<file path="src/rtl/dap_swd_pkg.sv">
// Shared definitions for the SWD transfer controller: sequence-engine command
// fields, SWD ACK codes, controller FSM states and bit-order helpers.
package dap_swd_pkg;

    localparam logic [3:0] SEQ_CMD_SWD_SEQ = 4'h4;

    localparam int CMD_OP_LSB = 12;
    localparam int CMD_T_BIT  = 7;
    localparam int CMD_CNT_W  = 7;

    localparam logic [2:0] ACK_OK        = 3'b001;
    localparam logic [2:0] ACK_WAIT      = 3'b010;
    localparam logic [2:0] ACK_FAULT     = 3'b100;
    localparam logic [2:0] ACK_PROTO_ERR = 3'b111;

    typedef enum logic [3:0] {
        ST_IDLE, ST_REQ, ST_ACK, ST_RDATA, ST_RTURN,
        ST_ATURN, ST_WTURN, ST_WDATA, ST_DONE
    } swd_state_e;

    typedef struct packed {
        logic        apndp;
        logic        rnw;
        logic [1:0]  addr;
        logic [31:0] wdata;
    } xfer_req_t;

    function automatic logic [15:0] seq_cmd(input logic swdio_t, input logic [CMD_CNT_W-1:0] cnt);
        logic [15:0] cmd;
        cmd                    = '0;
        cmd[15:CMD_OP_LSB]     = SEQ_CMD_SWD_SEQ;
        cmd[CMD_T_BIT]         = swdio_t;
        cmd[CMD_CNT_W-1:0]     = cnt;
        return cmd;
    endfunction

    // The engine shifts MSB first while SWD puts bit 0 on the wire first.
    function automatic logic [31:0] rev32(input logic [31:0] v);
        logic [31:0] r;
        for (int i = 0; i < 32; i++) r[i] = v[31-i];
        return r;
    endfunction

endpackage

</file>
<file path="src/rtl/dap_swd_xfer_ctrl_link.sv">
// Single-outstanding command link to the sequence engine: holds seq_tx_valid
// until the completion edge, then enforces a quiet gap before the next command.
module dap_seq_link
    import dap_swd_pkg::*;
#(
    parameter int GAP_CYCLES = 8
) (
    input  logic        clk,
    input  logic        resetn,
    input  logic        issue,
    input  logic [15:0] cmd,
    input  logic [63:0] data,
    output logic        done,
    output logic        busy,
    output logic        seq_tx_valid,
    output logic [15:0] seq_tx_cmd,
    output logic [63:0] seq_tx_data,
    input  logic        seq_rx_valid
);

    localparam int GW = $clog2(GAP_CYCLES + 2);

    logic          rx_prev;
    logic [GW-1:0] gap_cnt;

    // The engine holds seq_rx_valid for several cycles; only its rising edge completes a command.
    assign done = seq_tx_valid && seq_rx_valid && !rx_prev;
    assign busy = seq_tx_valid || (gap_cnt != '0);

    // NOTE: reset is sampled on clk, so seq_tx_valid drops at the first edge that sees resetn low.
    always_ff @(posedge clk) begin
        if (!resetn) begin
            rx_prev      <= 1'b0;
            gap_cnt      <= '0;
            seq_tx_valid <= 1'b0;
            seq_tx_cmd   <= '0;
            seq_tx_data  <= '0;
        end else begin
            rx_prev <= seq_rx_valid;
            if (issue && !busy) begin
                seq_tx_valid <= 1'b1;
                seq_tx_cmd   <= cmd;
                seq_tx_data  <= data;
            end else if (done) begin
                seq_tx_valid <= 1'b0;
                gap_cnt      <= GW'(GAP_CYCLES);
            end else if (gap_cnt != '0) begin
                gap_cnt <= gap_cnt - 1'b1;
            end
        end
    end

endmodule

</file>
<file path="src/rtl/dap_swd_xfer_ctrl.sv">
// Sequences one SWD transfer (request, turnaround, ACK, data, parity) as a chain
// of SWD_SEQ commands, with WAIT retry and read parity checking.
module dap_swd_xfer_ctrl
    import dap_swd_pkg::*;
#(
    parameter int          TURN       = 1,
    parameter logic [15:0] RETRY_MAX  = 16'd255,
    parameter int          GAP_CYCLES = 8
) (
    input  logic        clk,
    input  logic        resetn,
    input  logic        xfer_req_valid,
    output logic        xfer_req_ready,
    input  logic        xfer_apndp,
    input  logic        xfer_rnw,
    input  logic [1:0]  xfer_addr,
    input  logic [31:0] xfer_wdata,
    output logic        xfer_rsp_valid,
    output logic [2:0]  xfer_rsp_ack,
    output logic [31:0] xfer_rsp_rdata,
    output logic        xfer_rsp_perr,
    output logic        seq_tx_valid,
    output logic [15:0] seq_tx_cmd,
    output logic [63:0] seq_tx_data,
    input  logic        seq_rx_valid,
    input  logic [15:0] seq_rx_flag,
    input  logic [63:0] seq_rx_data
);

    swd_state_e           state, state_next;
    xfer_req_t            req_q;
    logic [15:0]          retries;
    logic [2:0]           work_ack;
    logic [31:0]          work_rdata;
    logic                 work_perr;
    logic                 issue, cmd_t;
    logic [CMD_CNT_W-1:0] cmd_cnt;
    logic [63:0]          cmd_data;
    logic                 link_done, link_busy;
    logic                 flag_bad, retry_ok, req_par;
    logic [2:0]           ack_rx;
    logic [31:0]          rx_rdata;
    logic                 unused_bits;

    assign xfer_req_ready = (state == ST_IDLE);
    assign req_par        = ^{req_q.apndp, req_q.rnw, req_q.addr};
    assign ack_rx         = {seq_rx_data[0], seq_rx_data[1], seq_rx_data[2]};
    assign rx_rdata       = rev32(seq_rx_data[32:1]);
    assign flag_bad       = (seq_rx_flag[CMD_CNT_W-1:0] != seq_tx_cmd[CMD_CNT_W-1:0]);
    assign retry_ok       = (work_ack == ACK_WAIT) && (retries < RETRY_MAX);
    assign unused_bits    = ^{seq_rx_flag[15:CMD_CNT_W], seq_rx_data[63:33]};

    always_ff @(posedge clk) begin
        if (!resetn) state <= ST_IDLE;
        else         state <= state_next;
    end

    // NOTE: every output of this block gets a default first, so no path can infer a latch.
    always_comb begin
        state_next = state;
        cmd_t      = 1'b1;
        cmd_cnt    = '0;
        cmd_data   = '0;
        unique case (state)
            ST_IDLE:  if (xfer_req_valid) state_next = ST_REQ;
            ST_REQ: begin
                cmd_t           = 1'b0;
                cmd_cnt         = 7'd8;
                cmd_data[63:56] = {1'b1, req_q.apndp, req_q.rnw, req_q.addr[0],
                                   req_q.addr[1], req_par, 1'b0, 1'b1};
            end
            ST_ACK:   cmd_cnt = CMD_CNT_W'(TURN + 3);
            ST_RDATA: cmd_cnt = 7'd33;
            ST_RTURN, ST_ATURN, ST_WTURN: cmd_cnt = CMD_CNT_W'(TURN);
            ST_WDATA: begin
                cmd_t    = 1'b0;
                cmd_cnt  = 7'd33;
                cmd_data = {rev32(req_q.wdata), ^req_q.wdata, 31'd0};
            end
            ST_DONE:  state_next = ST_IDLE;
            default:  state_next = ST_IDLE;
        endcase

        issue = !link_busy && (state != ST_IDLE) && (state != ST_DONE);

        if (link_done) begin
            if (flag_bad) begin
                state_next = ST_DONE;
            end else begin
                unique case (state)
                    ST_REQ:   state_next = ST_ACK;
                    ST_ACK:   state_next = (ack_rx != ACK_OK) ? ST_ATURN :
                                           (req_q.rnw ? ST_RDATA : ST_WTURN);
                    ST_RDATA: state_next = ST_RTURN;
                    ST_WTURN: state_next = ST_WDATA;
                    ST_ATURN: state_next = retry_ok ? ST_REQ : ST_DONE;
                    default:  state_next = ST_DONE;
                endcase
            end
        end
    end

    always_ff @(posedge clk) begin
        if (!resetn) begin
            req_q          <= '0;
            retries        <= '0;
            work_ack       <= '0;
            work_rdata     <= '0;
            work_perr      <= 1'b0;
            xfer_rsp_valid <= 1'b0;
            xfer_rsp_ack   <= '0;
            xfer_rsp_rdata <= '0;
            xfer_rsp_perr  <= 1'b0;
        end else begin
            xfer_rsp_valid <= 1'b0;
            if (state == ST_IDLE && xfer_req_valid) begin
                req_q      <= '{apndp: xfer_apndp, rnw: xfer_rnw, addr: xfer_addr, wdata: xfer_wdata};
                retries    <= '0;
                work_ack   <= '0;
                work_rdata <= '0;
                work_perr  <= 1'b0;
            end
            if (link_done) begin
                if (flag_bad) begin
                    work_ack   <= ACK_PROTO_ERR;
                    work_rdata <= '0;
                    work_perr  <= 1'b0;
                end else if (state == ST_ACK) begin
                    work_ack <= ack_rx;
                end else if (state == ST_RDATA) begin
                    work_rdata <= rx_rdata;
                    work_perr  <= (^rx_rdata) != seq_rx_data[0];
                end else if (state == ST_ATURN && retry_ok) begin
                    retries <= retries + 16'd1;
                end
            end
            // Response fields only change here, so they stay put until the next transfer ends.
            if (state == ST_DONE) begin
                xfer_rsp_valid <= 1'b1;
                xfer_rsp_ack   <= work_ack;
                xfer_rsp_rdata <= work_rdata;
                xfer_rsp_perr  <= work_perr;
            end
        end
    end

    dap_seq_link #(.GAP_CYCLES(GAP_CYCLES)) u_link (
        .clk          (clk),
        .resetn       (resetn),
        .issue        (issue),
        .cmd          (seq_cmd(cmd_t, cmd_cnt)),
        .data         (cmd_data),
        .done         (link_done),
        .busy         (link_busy),
        .seq_tx_valid (seq_tx_valid),
        .seq_tx_cmd   (seq_tx_cmd),
        .seq_tx_data  (seq_tx_data),
        .seq_rx_valid (seq_rx_valid)
    );

endmodule

</file>
<file path="config.mk">
export PLATFORM = sky130hd
export DESIGN_NAME = dap_swd_xfer_ctrl
export DESIGN_NICKNAME = d
export VERILOG_FILES = /design/src/rtl/dap_swd_pkg.sv /design/src/rtl/dap_swd_xfer_ctrl_link.sv /design/src/rtl/dap_swd_xfer_ctrl.sv
export SDC_FILE = /design/constraint.sdc
export NUM_CORES = 1
export LEC_CHECK = 0
export CORE_MARGIN = 5
export CORE_UTILIZATION = 60
export CTS_BUF_LIST = sky130_fd_sc_hd__clkbuf_4 sky130_fd_sc_hd__clkbuf_8
export CTS_CLUSTER_DIAMETER = 40
export DETAILED_ROUTE_END_ITERATION = 10
export DONT_BUFFER_PORTS = 1
export PLACE_DENSITY = 0.76
export REMOVE_ABC_BUFFERS = 1
export SLEW_MARGIN = 10
export SYNTH_ARGS = -nofsm -noshare
export SYNTH_HDL_FRONTEND = slang
export SYNTH_SLANG_ARGS = --single-unit
</file>
<file path="constraint.sdc">
create_clock -name clk -period 3.8 [get_ports clk]
set_input_delay 0.95 -clock clk [delete_from_list [all_inputs] [get_ports clk]]
set_output_delay 0.95 -clock clk [all_outputs]
set_load 0.01 [all_outputs]
</file>
---- Yosys cells after proc, flatten, opt, wreduce, memory -nomap -nowiden ----
Index checks and enable logic that the tools add are counted.
storage, ports and cells
  register bits after elaboration ......... 208
  latch bits .............................. 0
  memory bits (writable) .................. 0
  bits in read-only memories .............. 0
  input bits .............................. 120
  output and inout port bits .............. 119
  memories ................................ 0
operators by class
  add/subtract/negate cells ............... 2
  multiply operators ...................... 0
  div/mod/pow operators ................... 0
  order comparisons ....................... 1
  eq/ne operators ......................... 15
  shift-type cells ........................ 0
  multiplexer cells ....................... 37
  bitwise gates (word level) .............. 1
  reduce and logical (&&, ||, !) cells .... 25
operator list
  cell                                                                            count
  32-bit 2-to-1 mux                                                               5
  16-bit 2-to-1 mux                                                               6
  32-bit XOR reduction                                                            2
  56-bit 2-to-1 mux                                                               1
  4-bit 2-to-1 mux                                                                6
  6-bit case mux with 4 select lines                                              1
  4-bit case mux with 5 select lines                                              1
  3-bit 2-to-1 mux                                                                6
  16-bit by 1-bit adder with 16-bit output (second input constant)                1
  4-bit by 3-bit equality test with 1-bit output (second input constant)          4
  16-bit by 8-bit less-than comparator with 1-bit output (second input constant)  1
  8-bit case mux with 2 select lines                                              1
  1-bit 2-to-1 mux                                                                9
  4-bit by 2-bit equality test with 1-bit output (second input constant)          2
  1-bit logical AND                                                               8
  4-bit case mux with 2 select lines                                              1
  4-bit nonzero test                                                              2
  7-bit inequality test                                                           1
  7-bit OR reduction                                                              1
  4-bit by 1-bit equality test with 1-bit output (second input constant)          1
  4-bit equality test (second input constant)                                     1
  4-bit zero test                                                                 1
  4-bit inequality test (second input constant)                                   1
  2-bit AND reduction                                                             2
  other kinds (13)                                                                16

---- Depth between registers and ports, before layout ----
  word-level depth ........................ 8
  depth in mapped cells ................... 9
  depth with buffers taken out ............ 9

---- Modules after synthesis ----
A second synthesis with hierarchy kept.
second synthesis, totals
  cell total of the unflattened synthesis .. 1053
  area, all modules ....................... 9332.7 um^2
modules (own cells, without submodules)
  module             times used  cells an instance  area each (um^2)  seq. area each (um^2)
  dap_swd_xfer_ctrl  1           676                5793.1            2582.5
  dap_seq_link       1           377                3539.6            1721.7

---- Worst setup path after synthesis ----
OpenSTA, ideal clock, no wires.
  kind .................................... input to register
  from .................................... in seq_rx_data[1]
  to ...................................... reg work_perr
  library setup time ...................... 0.130 ns
  arrival ................................. 2.187 ns
  required time ........................... 3.670 ns
  path slack .............................. 1.483 ns
  stages on the path ...................... 9
  buffers on the path ..................... 0
  cells stage by stage .................... inv_1 -> ha_1 -> xor2_1 -> xnor2_1 -> xnor2_1 -> xnor2_1 -> xnor2_1 -> a21oi_1 -> o22ai_1
between the ends
  word-level cells in the longest chain between the ends .. 6
RTL lines
  what                    line                      source
  start: declaration      dap_swd_xfer_ctrl.sv:27   input logic [63:0] seq_rx_data
  32-bit XOR reduction    dap_swd_xfer_ctrl.sv:132  work_perr <= (^rx_rdata) != seq_rx_data[0];
  1-bit inequality test   dap_swd_xfer_ctrl.sv:132
  1-bit 2-to-1 mux        dap_swd_xfer_ctrl.sv:130  end else if (state == ST_RDATA) begin
  1-bit 2-to-1 mux        dap_swd_xfer_ctrl.sv:128  end else if (state == ST_ACK) begin
  1-bit 2-to-1 mux        dap_swd_xfer_ctrl.sv:124  if (flag_bad) begin
  1-bit 2-to-1 mux        dap_swd_xfer_ctrl.sv:123  if (link_done) begin
  end signal: assignment  dap_swd_xfer_ctrl.sv:132
  end: declaration        dap_swd_xfer_ctrl.sv:35   logic work_perr;
No other way between the ends.
A chain may end at the register's enable or synchronous reset.

---- Worst setup path in the final report ----
  from .................................... reg state[2]
  to ...................................... out xfer_req_ready
between the ends
  word-level cells in the longest chain between the ends .. 1
RTL lines
  what                      line                     source
  start: declaration        dap_swd_xfer_ctrl.sv:30  swd_state_e state, state_next;
  start signal: assignment  dap_swd_xfer_ctrl.sv:55  else state <= state_next;
  4-bit zero test           dap_swd_xfer_ctrl.sv:45  assign xfer_req_ready = (state == ST_IDLE);
  end: declaration          dap_swd_xfer_ctrl.sv:13  output logic xfer_req_ready,
No other way between the ends.

==> qor.yml <==
outcome: "finished, final reports clean"
rsz0062_at_grt: "false"
layout.cells.most_common: "dfxtp_1"
wl_mm: 16.9
synth.cell_area_mm2: 0.00731
critPathMaxFanout: 14
rows: 40
path_class: "register to output port"
dr.pass1.iters: 5
synth_top_family_by_area: "simple AND/OR/NAND/NOR gates"
min_from: "retries[14]$_SDFF_PN0_"
dp_hpwl_mm: 11.8
globalplace.congestion: 0.898
p_per_area_mw_per_mm2: 518
grt_pass1_wl_mm: 26.8
hold_viol: 0
holdWs_ns: 0.451
clkSlewWorstSetupHoldPaths_ns: 0.08
cp.required_ns: 2.85
setup_viol: 0
ctsHoldBuffers: 0
clock_skew_ns: 0.00846
cts-resized-gates: 0
synth_seq_cells: 174
cts_buffers: 17
antenna_left: 0
ys_types: 48
num_vias: 5771
grt_usage_pct: 22.8
crit_path_end_kind: "output port"
final_cell_mix: "dfxtp_1, nand2_1, a21oi_1, nor2_1, xnor2_1"
initialDrtViolationCount: 409
yosysSeqAreaShare_pct: 47.7
timing.final.ws_setup_ns: 1.16
synth-async-reset-ratio_pct: 0
max_clock_freq_mhz: 379
cp_slowest_cell: "dfxtp_1"
cts_tree: "done"
muxShareOfSynthArea_pct: 0.154
r2r_slack_ns: 1.50
cts_buffer_depth: 2
min_path_type: "register to register"
worstMarginPinSlew_ns: 0.745
die_area_mm2: 0.0145
diodes: 0
vdd_drop_max_uv: 273
crit_buf_inv: 0
start_util_pct: 61.1
path_delay_family: "simple AND/OR/NAND/NOR gates"
p_total_mw: 3.96
port_buffers: 0
syn2layout_area_growth_pct: 4.52
h-tree-depth: 4
die_h_um: 120
avgSynthCellArea_um2: 8.36
rr_endpoint: "retries[6]$_SDFF_PN0_"
core_area_mm2: 0.0120
cts.sinks: 174
r2r_start: "u_link.seq_tx_valid$_SDFFE_PN0P_"
post-place-ws_ns: 1.04
finalCoreUtilization_pct: 63.8
vias_per_cell: 5.71
max_stage_delay_ns: 0.46
drive_above_1_share_pct: 6.83
grt_pass1_vias: 5489
crit_arrival_ns: 1.69
antenna_found_initial: 0
layout.nets: 975
drc: 0
worst-r2r-cell-count: 6
synth-simple-area-share_pct: 20.0
p_leak_nw: 2.71
report.final.slew_viol_count: 0
die_w_um: 120
wire_per_inst_um: 16.7
clock-root-buffer: "clkbuf_8"
synth_ff_type: "dfxtp_1"
cts_post_setup_buffers_inserted: 0
period_minus_slack_ns: 2.64
path_cells: "or2_2 > nor3_1"
yosysWarnings: 0
maxCapViolCount: 0
grt_max_degree: 69
synth-xor-area-share_pct: 8.51
syn_inst: 874
slew_headroom_pct: 50.0
grt_overflow_total: 0
whs_path_depth: 2
synth_compound_area_share_pct: 15.2
hold_end: "retries[14]$_SDFF_PN0_"
synth_fa_ha_area_share_pct: 0.685
worstSkewPairLatency_ns: 0.45
period_share_pct: 69.4
startpoint_type: "register"
ios: 239
synth_edf_count: 0
-- cell usage after synthesis, drive strengths merged (2+ instances only) --
cell type,count,share of area [%]
a21oi,101,6.9
a22oi,61,6.3
a311oi,2,0.48
a31oi,6,0.51
and2,5,0.43
and3,11,1.0
buf,59,5.5
clkbuf,34,1.7
dfxtp,174,48
ha,4,0.68
inv,10,0.51
nand2,173,9.0
nand2b,2,0.17
nand3,16,1.1
nand4b,3,0.36
nor2,100,5.1
nor2b,2,0.17
nor3,11,0.82
nor3b,2,0.21
nor4,3,0.55
o21ai,7,0.48
o22ai,2,0.17
or2,3,0.26
or3,2,0.17
xnor2,62,7.4
xor2,9,1.1
-- area by class of cell --
class                      instances  area, um^2
fill                            1064        4320
sequential                       174        3480
multi-input combinational        636        3410
clock buffer                      23         298
tap                              147         184
clock inverter                     9         133
timing repair buffer              11        82.6
inverter                          11        43.8
-- cells by family (layout without fill, tap and decap cells) --
family / count (synthesis) / count (layout)
simple gates: 337 / 337
compound gates: 182 / 182
flops: 174 / 174
buf+inv: 104 / 54
xor+xnor: 71 / 71
fa+ha+maj: 4 / 4
other cells: 1 / 41
mux: 1 / 1
-- worst register-to-register path, delay by kind of cell (launching register included) --
family          cells  cell delay, ns
compound gates      3            0.62
flops               1            0.45
simple gates        3            1.12
-- stage by stage --
step | instance area, um^2 | TNS [ns] | instances
final | 7640 | 0 | 1011
after global routing | 7640 | 0 | 1011
after CTS | 7640 | 0 | 1011
after detailed placement | 7210 | 0 | 979
after global placement | 7210 | 0 | 979
after floorplan | 6930 | -0.442 | 821
-- how the worst max path moves through the flow --
stage / startpoint / cells past startpoint / to / slack, ns
after floorplan: resetn / 2 / u_link.seq_tx_cmd[7]$_SDFFE_PN0P_ / -0.19
after detailed placement: seq_rx_valid / 6 / retries[6]$_SDFF_PN0_ / 1.04
final: state[2]$_SDFFE_PN0P_ / 2 / xfer_req_ready / 1.16
after CTS: state[2]$_SDFFE_PN0P_ / 2 / xfer_req_ready / 1.14
after global placement: seq_rx_valid / 6 / retries[7]$_SDFF_PN0_ / 1.12
after global routing: state[2]$_SDFFE_PN0P_ / 2 / xfer_req_ready / 1.09
-- registers in the layout (all words and copies together), names as in the netlist, 3 cells and up --
signal / cells
req_q: 36
u_link.gap_cnt: 4
work_rdata: 32
u_link.seq_tx_cmd: 6
xfer_rsp_rdata: 32
xfer_rsp_ack: 3
u_link.seq_tx_data: 33
retries: 16
state: 4
work_ack: 3
-- metal layers --
layer	up-vias	part of all wire, %	GRT usage (%)
met5	-	0	0
met4	0	1.5	8.14
met3	26	11	9.68
met2	246	48	37.5
met1	2711	39	26.8
li1	2788	-	-
-- report_power, final --
part / internal [mW] / switching (mW) / total, mW
Sequential: 1.89 / 0.0705 / 1.96
Clock: 0.726 / 0.626 / 1.35
Combinational: 0.254 / 0.391 / 0.644
Power figures use the tool's default switching activity.
